File: src/rtl/gate_seq_pkg.sv
// Shared definitions for the gate truth-table sequencer: gate-select
// encodings, FSM state codes and tick/width helpers.
package gate_seq_pkg;

  // Gate select encodings as seen on the 3-bit select input.
  typedef enum logic [2:0] {
    SEL_AND   = 3'b000,
    SEL_OR    = 3'b001,
    SEL_NAND  = 3'b010,
    SEL_NOR   = 3'b011,
    SEL_XOR   = 3'b100,
    SEL_XNOR  = 3'b101,
    SEL_NOT_A = 3'b110,
    SEL_BUF_A = 3'b111
  } gate_sel_e;

  // Sequencer states; code 2'b11 is unused and recovers to manual.
  typedef enum logic [1:0] {
    ST_MANUAL    = 2'b00,
    ST_AUTO_RUN  = 2'b01,
    ST_AUTO_STEP = 2'b10
  } seq_state_e;

  localparam int unsigned MS_PER_S = 32'd1000;

  // Convert a duration in ms into clock cycles.
  function automatic int unsigned ms_to_ticks(input int unsigned clk_hz,
                                              input int unsigned ms);
    return (clk_hz / MS_PER_S) * ms;
  endfunction

  // Counter width able to hold 0 .. ticks-1 (at least one bit).
  function automatic int unsigned counter_width(input int unsigned ticks);
    return (ticks > 32'd1) ? $clog2(ticks) : 32'd1;
  endfunction

  // Combinational gate evaluation for a given select and operands.
  function automatic logic gate_eval(input logic [2:0] sel,
                                     input logic       a,
                                     input logic       b);
    logic y;
    case (sel)
      SEL_AND:   y = a & b;
      SEL_OR:    y = a | b;
      SEL_NAND:  y = ~(a & b);
      SEL_NOR:   y = ~(a | b);
      SEL_XOR:   y = a ^ b;
      SEL_XNOR:  y = ~(a ^ b);
      SEL_NOT_A: y = ~a;
      SEL_BUF_A: y = a;
      default:   y = 1'b0;
    endcase
    return y;
  endfunction

endpackage

File: src/rtl/switch_debounce.sv
// One-bit switch conditioner: two-flop synchronizer followed by a
// counter filter that only accepts a new level after it has been
// stable for TICKS consecutive cycles.
module switch_debounce
  import gate_seq_pkg::*;
#(
  parameter int unsigned TICKS = 32'd2
) (
  input  logic clk_i,
  input  logic rst_i,
  input  logic din_i,
  output logic dout_o
);

  localparam int unsigned CNT_W = counter_width(TICKS);

  logic             sync1_q;
  logic             sync2_q;
  logic             dout_q;
  logic [CNT_W-1:0] cnt_q;

  // Bring the raw switch level into the clock domain.
  always_ff @(posedge clk_i) begin
    if (rst_i) begin
      sync1_q <= 1'b0;
      sync2_q <= 1'b0;
    end else begin
      sync1_q <= din_i;
      sync2_q <= sync1_q;
    end
  end

  // Count consecutive cycles of disagreement; adopt the new level when the count completes.
  always_ff @(posedge clk_i) begin
    if (rst_i) begin
      dout_q <= 1'b0;
      cnt_q  <= '0;
    end else if (sync2_q == dout_q) begin
      cnt_q  <= '0;
    end else if (cnt_q == CNT_W'(TICKS - 32'd1)) begin
      dout_q <= sync2_q;
      cnt_q  <= '0;
    end else begin
      cnt_q  <= cnt_q + CNT_W'(1);
    end
  end

  assign dout_o = dout_q;

endmodule

File: src/rtl/gate_truth_table_sequencer.sv
// Gate truth-table sequencer: shows a selectable 2-input gate driven either
// by manual switches or by an automatic 00,01,10,11 pattern sequence that
// can be paused and single-stepped.
// Build option: define GATE_SEQ_DEBOUNCE_EN to filter A, B, MODE, PAUSE and
// STEP through switch_debounce; otherwise only the 2-flop synchronizers are used.
module gate_truth_table_sequencer
  import gate_seq_pkg::*;
#(
  parameter int unsigned CLK_HZ      = 32'd100000000,
  parameter int unsigned STEP_MS     = 32'd1000,
  parameter int unsigned DEBOUNCE_MS = 32'd10
) (
  input  logic       I_P_CLK,
  input  logic       I_P_RST,
  input  logic       I_P_A,
  input  logic       I_P_B,
  input  logic       I_P_MODE,
  input  logic       I_P_PAUSE,
  input  logic       I_P_STEP,
  input  logic [2:0] I_P_SEL,
  output logic       O_P_LED_A,
  output logic       O_P_LED_B,
  output logic       O_P_LED_GATE,
  output logic [1:0] O_P_LED_STATE,
  output logic       O_P_LED_WRAP
);

  localparam int unsigned STEP_TICKS = ms_to_ticks(CLK_HZ, STEP_MS);
  localparam int unsigned TIMER_W    = counter_width(STEP_TICKS);
  localparam logic [TIMER_W-1:0] TIMER_LAST = TIMER_W'(STEP_TICKS - 32'd1);

  // Conditioned control/switch levels.
  logic a_f;
  logic b_f;
  logic mode_f;
  logic pause_f;
  logic step_f;

  // Gate select is only synchronized, never debounced.
  logic [2:0] sel_s1_q;
  logic [2:0] sel_s2_q;

  // Synchronize the gate select bus.
  always_ff @(posedge I_P_CLK) begin
    if (I_P_RST) begin
      sel_s1_q <= 3'b000;
      sel_s2_q <= 3'b000;
    end else begin
      sel_s1_q <= I_P_SEL;
      sel_s2_q <= sel_s1_q;
    end
  end

`ifdef GATE_SEQ_DEBOUNCE_EN
  localparam int unsigned DEBOUNCE_TICKS = ms_to_ticks(CLK_HZ, DEBOUNCE_MS);

  switch_debounce #(.TICKS(DEBOUNCE_TICKS)) u_db_a (
    .clk_i(I_P_CLK), .rst_i(I_P_RST), .din_i(I_P_A), .dout_o(a_f));
  switch_debounce #(.TICKS(DEBOUNCE_TICKS)) u_db_b (
    .clk_i(I_P_CLK), .rst_i(I_P_RST), .din_i(I_P_B), .dout_o(b_f));
  switch_debounce #(.TICKS(DEBOUNCE_TICKS)) u_db_mode (
    .clk_i(I_P_CLK), .rst_i(I_P_RST), .din_i(I_P_MODE), .dout_o(mode_f));
  switch_debounce #(.TICKS(DEBOUNCE_TICKS)) u_db_pause (
    .clk_i(I_P_CLK), .rst_i(I_P_RST), .din_i(I_P_PAUSE), .dout_o(pause_f));
  switch_debounce #(.TICKS(DEBOUNCE_TICKS)) u_db_step (
    .clk_i(I_P_CLK), .rst_i(I_P_RST), .din_i(I_P_STEP), .dout_o(step_f));
`else
  logic [4:0] sw_s1_q;
  logic [4:0] sw_s2_q;

  // Synchronize the switch and button levels (no filtering in this build).
  always_ff @(posedge I_P_CLK) begin
    if (I_P_RST) begin
      sw_s1_q <= 5'b00000;
      sw_s2_q <= 5'b00000;
    end else begin
      sw_s1_q <= {I_P_A, I_P_B, I_P_MODE, I_P_PAUSE, I_P_STEP};
      sw_s2_q <= sw_s1_q;
    end
  end

  assign {a_f, b_f, mode_f, pause_f, step_f} = sw_s2_q;
`endif

  seq_state_e         state_q;
  seq_state_e         state_d;
  logic [1:0]         pattern_q;
  logic [1:0]         pattern_d;
  logic [TIMER_W-1:0] timer_q;
  logic [TIMER_W-1:0] timer_d;
  logic               step_prev_q;
  logic               step_rise_s;
  logic               wrap_s;

  logic               led_a_q;
  logic               led_b_q;
  logic               led_gate_q;
  logic               led_wrap_q;

  // A held button yields a single rising edge.
  assign step_rise_s = step_f & ~step_prev_q;

  // State, pattern, dwell timer and step-edge history.
  always_ff @(posedge I_P_CLK) begin
    if (I_P_RST) begin
      state_q     <= ST_MANUAL;
      pattern_q   <= 2'b00;
      timer_q     <= '0;
      step_prev_q <= 1'b0;
    end else begin
      state_q     <= state_d;
      pattern_q   <= pattern_d;
      timer_q     <= timer_d;
      step_prev_q <= step_f;
    end
  end

  // Next-state, pattern and timer logic; the timer only runs in AUTO_RUN.
  always_comb begin
    state_d   = state_q;
    pattern_d = pattern_q;
    timer_d   = '0;
    wrap_s    = 1'b0;
    case (state_q)
      ST_MANUAL: begin
        if (mode_f) begin
          state_d   = pause_f ? ST_AUTO_STEP : ST_AUTO_RUN;
          pattern_d = 2'b00;
        end else begin
          pattern_d = {a_f, b_f};
        end
      end
      ST_AUTO_RUN: begin
        if (!mode_f) begin
          state_d   = ST_MANUAL;
          pattern_d = {a_f, b_f};
        end else if (pause_f) begin
          state_d   = ST_AUTO_STEP;
        end else if (timer_q == TIMER_LAST) begin
          pattern_d = pattern_q + 2'b01;
          wrap_s    = (pattern_q == 2'b11);
        end else begin
          timer_d   = timer_q + TIMER_W'(1);
        end
      end
      ST_AUTO_STEP: begin
        if (!mode_f) begin
          state_d   = ST_MANUAL;
          pattern_d = {a_f, b_f};
        end else if (!pause_f) begin
          // Leaving pause takes priority; a coincident step edge is dropped.
          state_d   = ST_AUTO_RUN;
        end else if (step_rise_s) begin
          pattern_d = pattern_q + 2'b01;
          wrap_s    = (pattern_q == 2'b11);
        end else begin
          pattern_d = pattern_q;
        end
      end
      default: begin
        state_d   = ST_MANUAL;
        pattern_d = 2'b00;
      end
    endcase
  end

  // Register displayed A/B, gate result and wrap pulse together so they stay coherent.
  always_ff @(posedge I_P_CLK) begin
    if (I_P_RST) begin
      led_a_q    <= 1'b0;
      led_b_q    <= 1'b0;
      led_gate_q <= 1'b0;
      led_wrap_q <= 1'b0;
    end else begin
      led_a_q    <= pattern_d[1];
      led_b_q    <= pattern_d[0];
      led_gate_q <= gate_eval(sel_s2_q, pattern_d[1], pattern_d[0]);
      led_wrap_q <= wrap_s;
    end
  end

  assign O_P_LED_A     = led_a_q;
  assign O_P_LED_B     = led_b_q;
  assign O_P_LED_GATE  = led_gate_q;
  assign O_P_LED_STATE = state_q;
  assign O_P_LED_WRAP  = led_wrap_q;

endmodule

File: config.mk
export PLATFORM = sky130hd
export DESIGN_NAME = gate_truth_table_sequencer
export DESIGN_NICKNAME = d
export VERILOG_FILES = /design/src/rtl/gate_seq_pkg.sv /design/src/rtl/switch_debounce.sv /design/src/rtl/gate_truth_table_sequencer.sv
export SDC_FILE = /design/constraint.sdc
export NUM_CORES = 1
export LEC_CHECK = 0
export ABC_CLOCK_PERIOD_IN_PS = 4010
export CAP_MARGIN = 20
export CORE_AREA = 2 2 83 85
export CTS_CLUSTER_DIAMETER = 200
export DETAILED_ROUTE_END_ITERATION = 6
export DIE_AREA = 0 0 85 87
export HOLD_SLACK_MARGIN = 0.02
export PLACE_DENSITY = 0.57
export SKIP_LAST_GASP = 1
export SYNTH_ARGS = -nofsm -noshare
export SYNTH_HDL_FRONTEND = slang
export SYNTH_SLANG_ARGS = --single-unit
export TNS_END_PERCENT = 10
File: constraint.sdc
create_clock -name I_P_CLK -period 4.01 [get_ports I_P_CLK]
set_input_delay 0.6015 -clock I_P_CLK [delete_from_list [all_inputs] [get_ports I_P_CLK]]
set_output_delay 0.6015 -clock I_P_CLK [all_outputs]
set_load 0.02 [all_outputs]
==> reports/qor.csv <==
stage,metric,value,unit
floorplanning,initial_core_util,0.3392,
logic_synthesis,muxShareOfSynthArea,0.02302,
worst_hold_path,hp-start,sw_s1_q[4],
power_and_ir_drop,p_int,0.7411,mW
critical_path,r2r_start,timer_q[0],
timing,fin_setup_tns,0,ps
logic_synthesis,async_reset_ff_frac,0,
place,gp_congestion,0.8040,
detailed_routing,wl_per_cell,11.62,µm
floorplanning,ios,16,
critical_path,start_kind,flop,
clock_network,clk-insertion-delay-late,310,ps
detailed_routing,drt-total-wl,3.987,mm
timing,setup_viol,0,
logic_synthesis,synthFlopType,dfxtp_1,
timing,fmax,319.3,MHz
logic_synthesis,synth_area_leaders,"dfxtp_1 (45%), nor2_1 (6.7%), xor2_1 (6.7%)",
timing,min_period_over_period,0.7810,
detailed_routing,drc,0,
power_and_ir_drop,ir_drop,0.2114,mV
finish,final_util,0.3933,
worst_hold_path,hold_path_class,flop to flop,
floorplanning,die_x,85,µm
clock_network,path_clk_slew,100,ps
critical_path,crit_path_end_kind,flop,
logic_synthesis,synth_edf_count,0,
critical_path,worstSetupStartpoint,timer_q[0],
critical_path,worstPathArrival,3340,ps
logic_synthesis,synth_area_leader_cell,dfxtp_1,
finish,syn2layout_area_growth,15.95,%
logic_synthesis,ys_warn_count,0,
logic_synthesis,synthSimpleGateAreaFrac,0.2858,
global_route,grt_first_pass_wirelength,6.844,mm
detailed_routing,ant_nets,0,
finish,antenna_cells,0,
power_and_ir_drop,power.share.switching,0.2342,
clock_network,h-tree-depth,2,
logic_synthesis,syn-instance-count,245,
global_route,met3_usage,0.02559,
global_route,busiest_layer,met2,
global_route,grt_use_met2,0.1754,
logic_synthesis,synth_xor_area_frac,0.1022,
status,status,completed,
detailed_routing,first_pass_iters,4,
logic_synthesis,synth-compound-area-share,0.06962,
floorplanning,dieArea,0.007395,mm²
place,io_buffers,15,
clock_network,hold_buffers,0,
logic_synthesis,synth_nets,263,
power_and_ir_drop,leakage,0.8991,nW
global_route,grt_use_total,0.1140,
clock_network,cts-root-buf,clkbuf_8,
timing,finalMaxSlewViolations,0,
clock_network,cts_repair_resize_count,0,
power_and_ir_drop,p_clk_frac,0.380,
detailed_routing,vias,1712,
critical_path,worst_ep_required_time,4220,ps
clock_network,cts_sinks,50,
power_and_ir_drop,p_comb_frac,0.084,
clock_network,cts.path.max_buffers,2,
critical_path,slowest_delay,620,ps
place,dp_hpwl,2.764,mm
logic_synthesis,synth_common_cells,"dfxtp_1 (50), nor2_1 (40), nor2b_1 (19)",
power_and_ir_drop,power.switching,0.2266,mW
power_and_ir_drop,p_per_area,374.5,mW/mm²
logic_synthesis,synth.distinct_cells,39,
floorplanning,placementRows,30,
run,max_cap_viol_count,0,
clock_network,cts_setup_buffers,0,
global_route,antenna_found_initial,0,
logic_synthesis,ys_ff_latch,50,
finish,drive_gt1_frac,0.06084,
logic_synthesis,ys_seq_area_frac,0.4492,
global_route,grt_pass1_vias,1530,
critical_path,cp_num_buf_inv,0,
logic_synthesis,synth_top_family_by_area,simple AND/OR/NAND/NOR gates,
power_and_ir_drop,sequentialPowerShare,0.536,
global_route,use_met1,0.1558,
critical_path,critPathSlowestCell,or4_4,
finish,fin_cells,343,
logic_synthesis,synthAdderAreaFrac,0.04492,
critical_path,crit_type,flop to flop,
clock_network,cts_buffers,5,
finish,fillers,678,
timing,timing.hold.ws,438.7,ps
finish,nNetsFinal,280,
critical_path,crit_fanout,5,
logic_synthesis,syn_area_per_cell,9.095,µm²
global_route,grt_max_degree,28,
logic_synthesis,post-synth-top-count-cell,dfxtp_1,
logic_synthesis,yosysTopAreaCellShare,0.4492,
global_route,grt.overflow.total,0,
critical_path,cp_top_family,simple AND/OR/NAND/NOR gates,
logic_synthesis,synth.cell_area,0.002228,mm²
timing,rsz0062_at_grt,false,
timing,worst_pin_slew,927.1,ps
floorplanning,core_area,0.006569,mm²
clock_network,cts_tree,yes,
floorplanning,die-height,87,µm
critical_path,path_cells,ha_1 > nand4_1 > or4_4 > or3_4 > a211o_1 > ha_1 > nand4bb_1 > o21ai_0 > a21oi_1 > a211oi_1 > a211o_1,
timing,skew,11.81,ps
place,dpl.cell_count,335,
detailed_routing,initialDrtViolationCount,88,
detailed_routing,routed_via_density,4.991,
timing,relSlewSlack,0.3771,
timing,fin_crit,3132,ps
timing,hold_viol,0,
logic make-up (layout without fill, tap and decap cells):
group / count (synthesis) / in the layout
adder cells (fa/ha/maj): 8 / 8
AND/OR/NAND/NOR: 118 / 118
AO/OA/AOI/OAI: 24 / 24
XOR/XNOR: 26 / 26
flip-flops: 50 / 50
buffers and inverters: 14 / 32
multiplexers: 5 / 5
power groups by stage:
stage                     Combinational [mW]  Clock (mW)  Sequential, mW
after global routing                  0.0906       0.401           0.520
after floorplan                       0.0501           0           0.532
final                                 0.0814       0.368           0.519
after CTS                             0.0824       0.381           0.519
after detailed placement              0.0816           0           0.530
after global placement                0.0817           0           0.530
path summary, 6_finish.rpt:
| kind | to | depth (start not counted) | slack [ps] |
|---|---|---|---|
| setup reg to reg | O_P_LED_GATE | 11 | 880 |
| hold / removal | sw_s2_q[4] | 1 | 440 |
| hold reg to reg | sw_s2_q[4] | 1 | 440 |
| setup / recovery | O_P_LED_GATE | 11 | 880 |
area by class of cell:
type,count,area (µm²),area share
clock inverters,3,47.55,0.01840
well taps,80,100.1,0.03874
clock buffers,5,68.82,0.02663
inverters,6,22.52,0.008717
repair buffers,18,172.7,0.06683
flip-flops and latches,50,1001,0.3874
multi-input cells,181,1171,0.4533
per-stage QoR:
step           setup slack, ps  total power, mW  area (µm²)
2_1_floorplan             1015           0.5818        2228
3_3_place_gp             909.3           0.6118        2467
3_5_place_dp             866.0           0.6118        2467
4_1_cts                  864.4           0.9825        2584
5_1_grt                  672.2            1.012        2584
6_report                 878.2           0.9677        2584
state kept, by name (all words and copies together) (netlist names):
register	cells
sel_s1_q	3
step_prev_q	1
sw_s2_q	5
pattern_q	2
O_P_LED_GATE	1
timer_q	27
O_P_LED_WRAP	1
sw_s1_q	5
sel_s2_q	3
O_P_LED_STATE	2
per-layer routing:
layer  wire, µm  vias to the layer above
li1           -                      874
met1       2073                      818
met2       1755                       16
met3        100                        4
met4         58                        0
met5          0                        -
layout by cell type (no fill, tap or decap), drive strengths merged, types with 2 or more instances in the layout:
| cell | synthesis | final |
|---|---|---|
| a211o | 3 | 3 |
| a211oi | 3 | 3 |
| a21oi | 4 | 4 |
| and3 | 6 | 6 |
| buf | 3 | 3 |
| clkbuf | 5 | 5 |
| clkdlybuf4s50 | 0 | 15 |
| dfxtp | 50 | 50 |
| ha | 8 | 8 |
| inv | 6 | 8 |
| mux2i | 4 | 4 |
| nand2 | 9 | 9 |
| nand3 | 12 | 12 |
| nand4 | 10 | 10 |
| nand4bb | 2 | 2 |
| nor2 | 40 | 40 |
| nor2b | 19 | 19 |
| nor4 | 5 | 5 |
| o21ai | 9 | 9 |
| or3 | 4 | 4 |
| or4 | 2 | 2 |
| xnor2 | 9 | 9 |
| xor2 | 17 | 17 |
No activity file was read; power rests on OpenSTA's default activity.
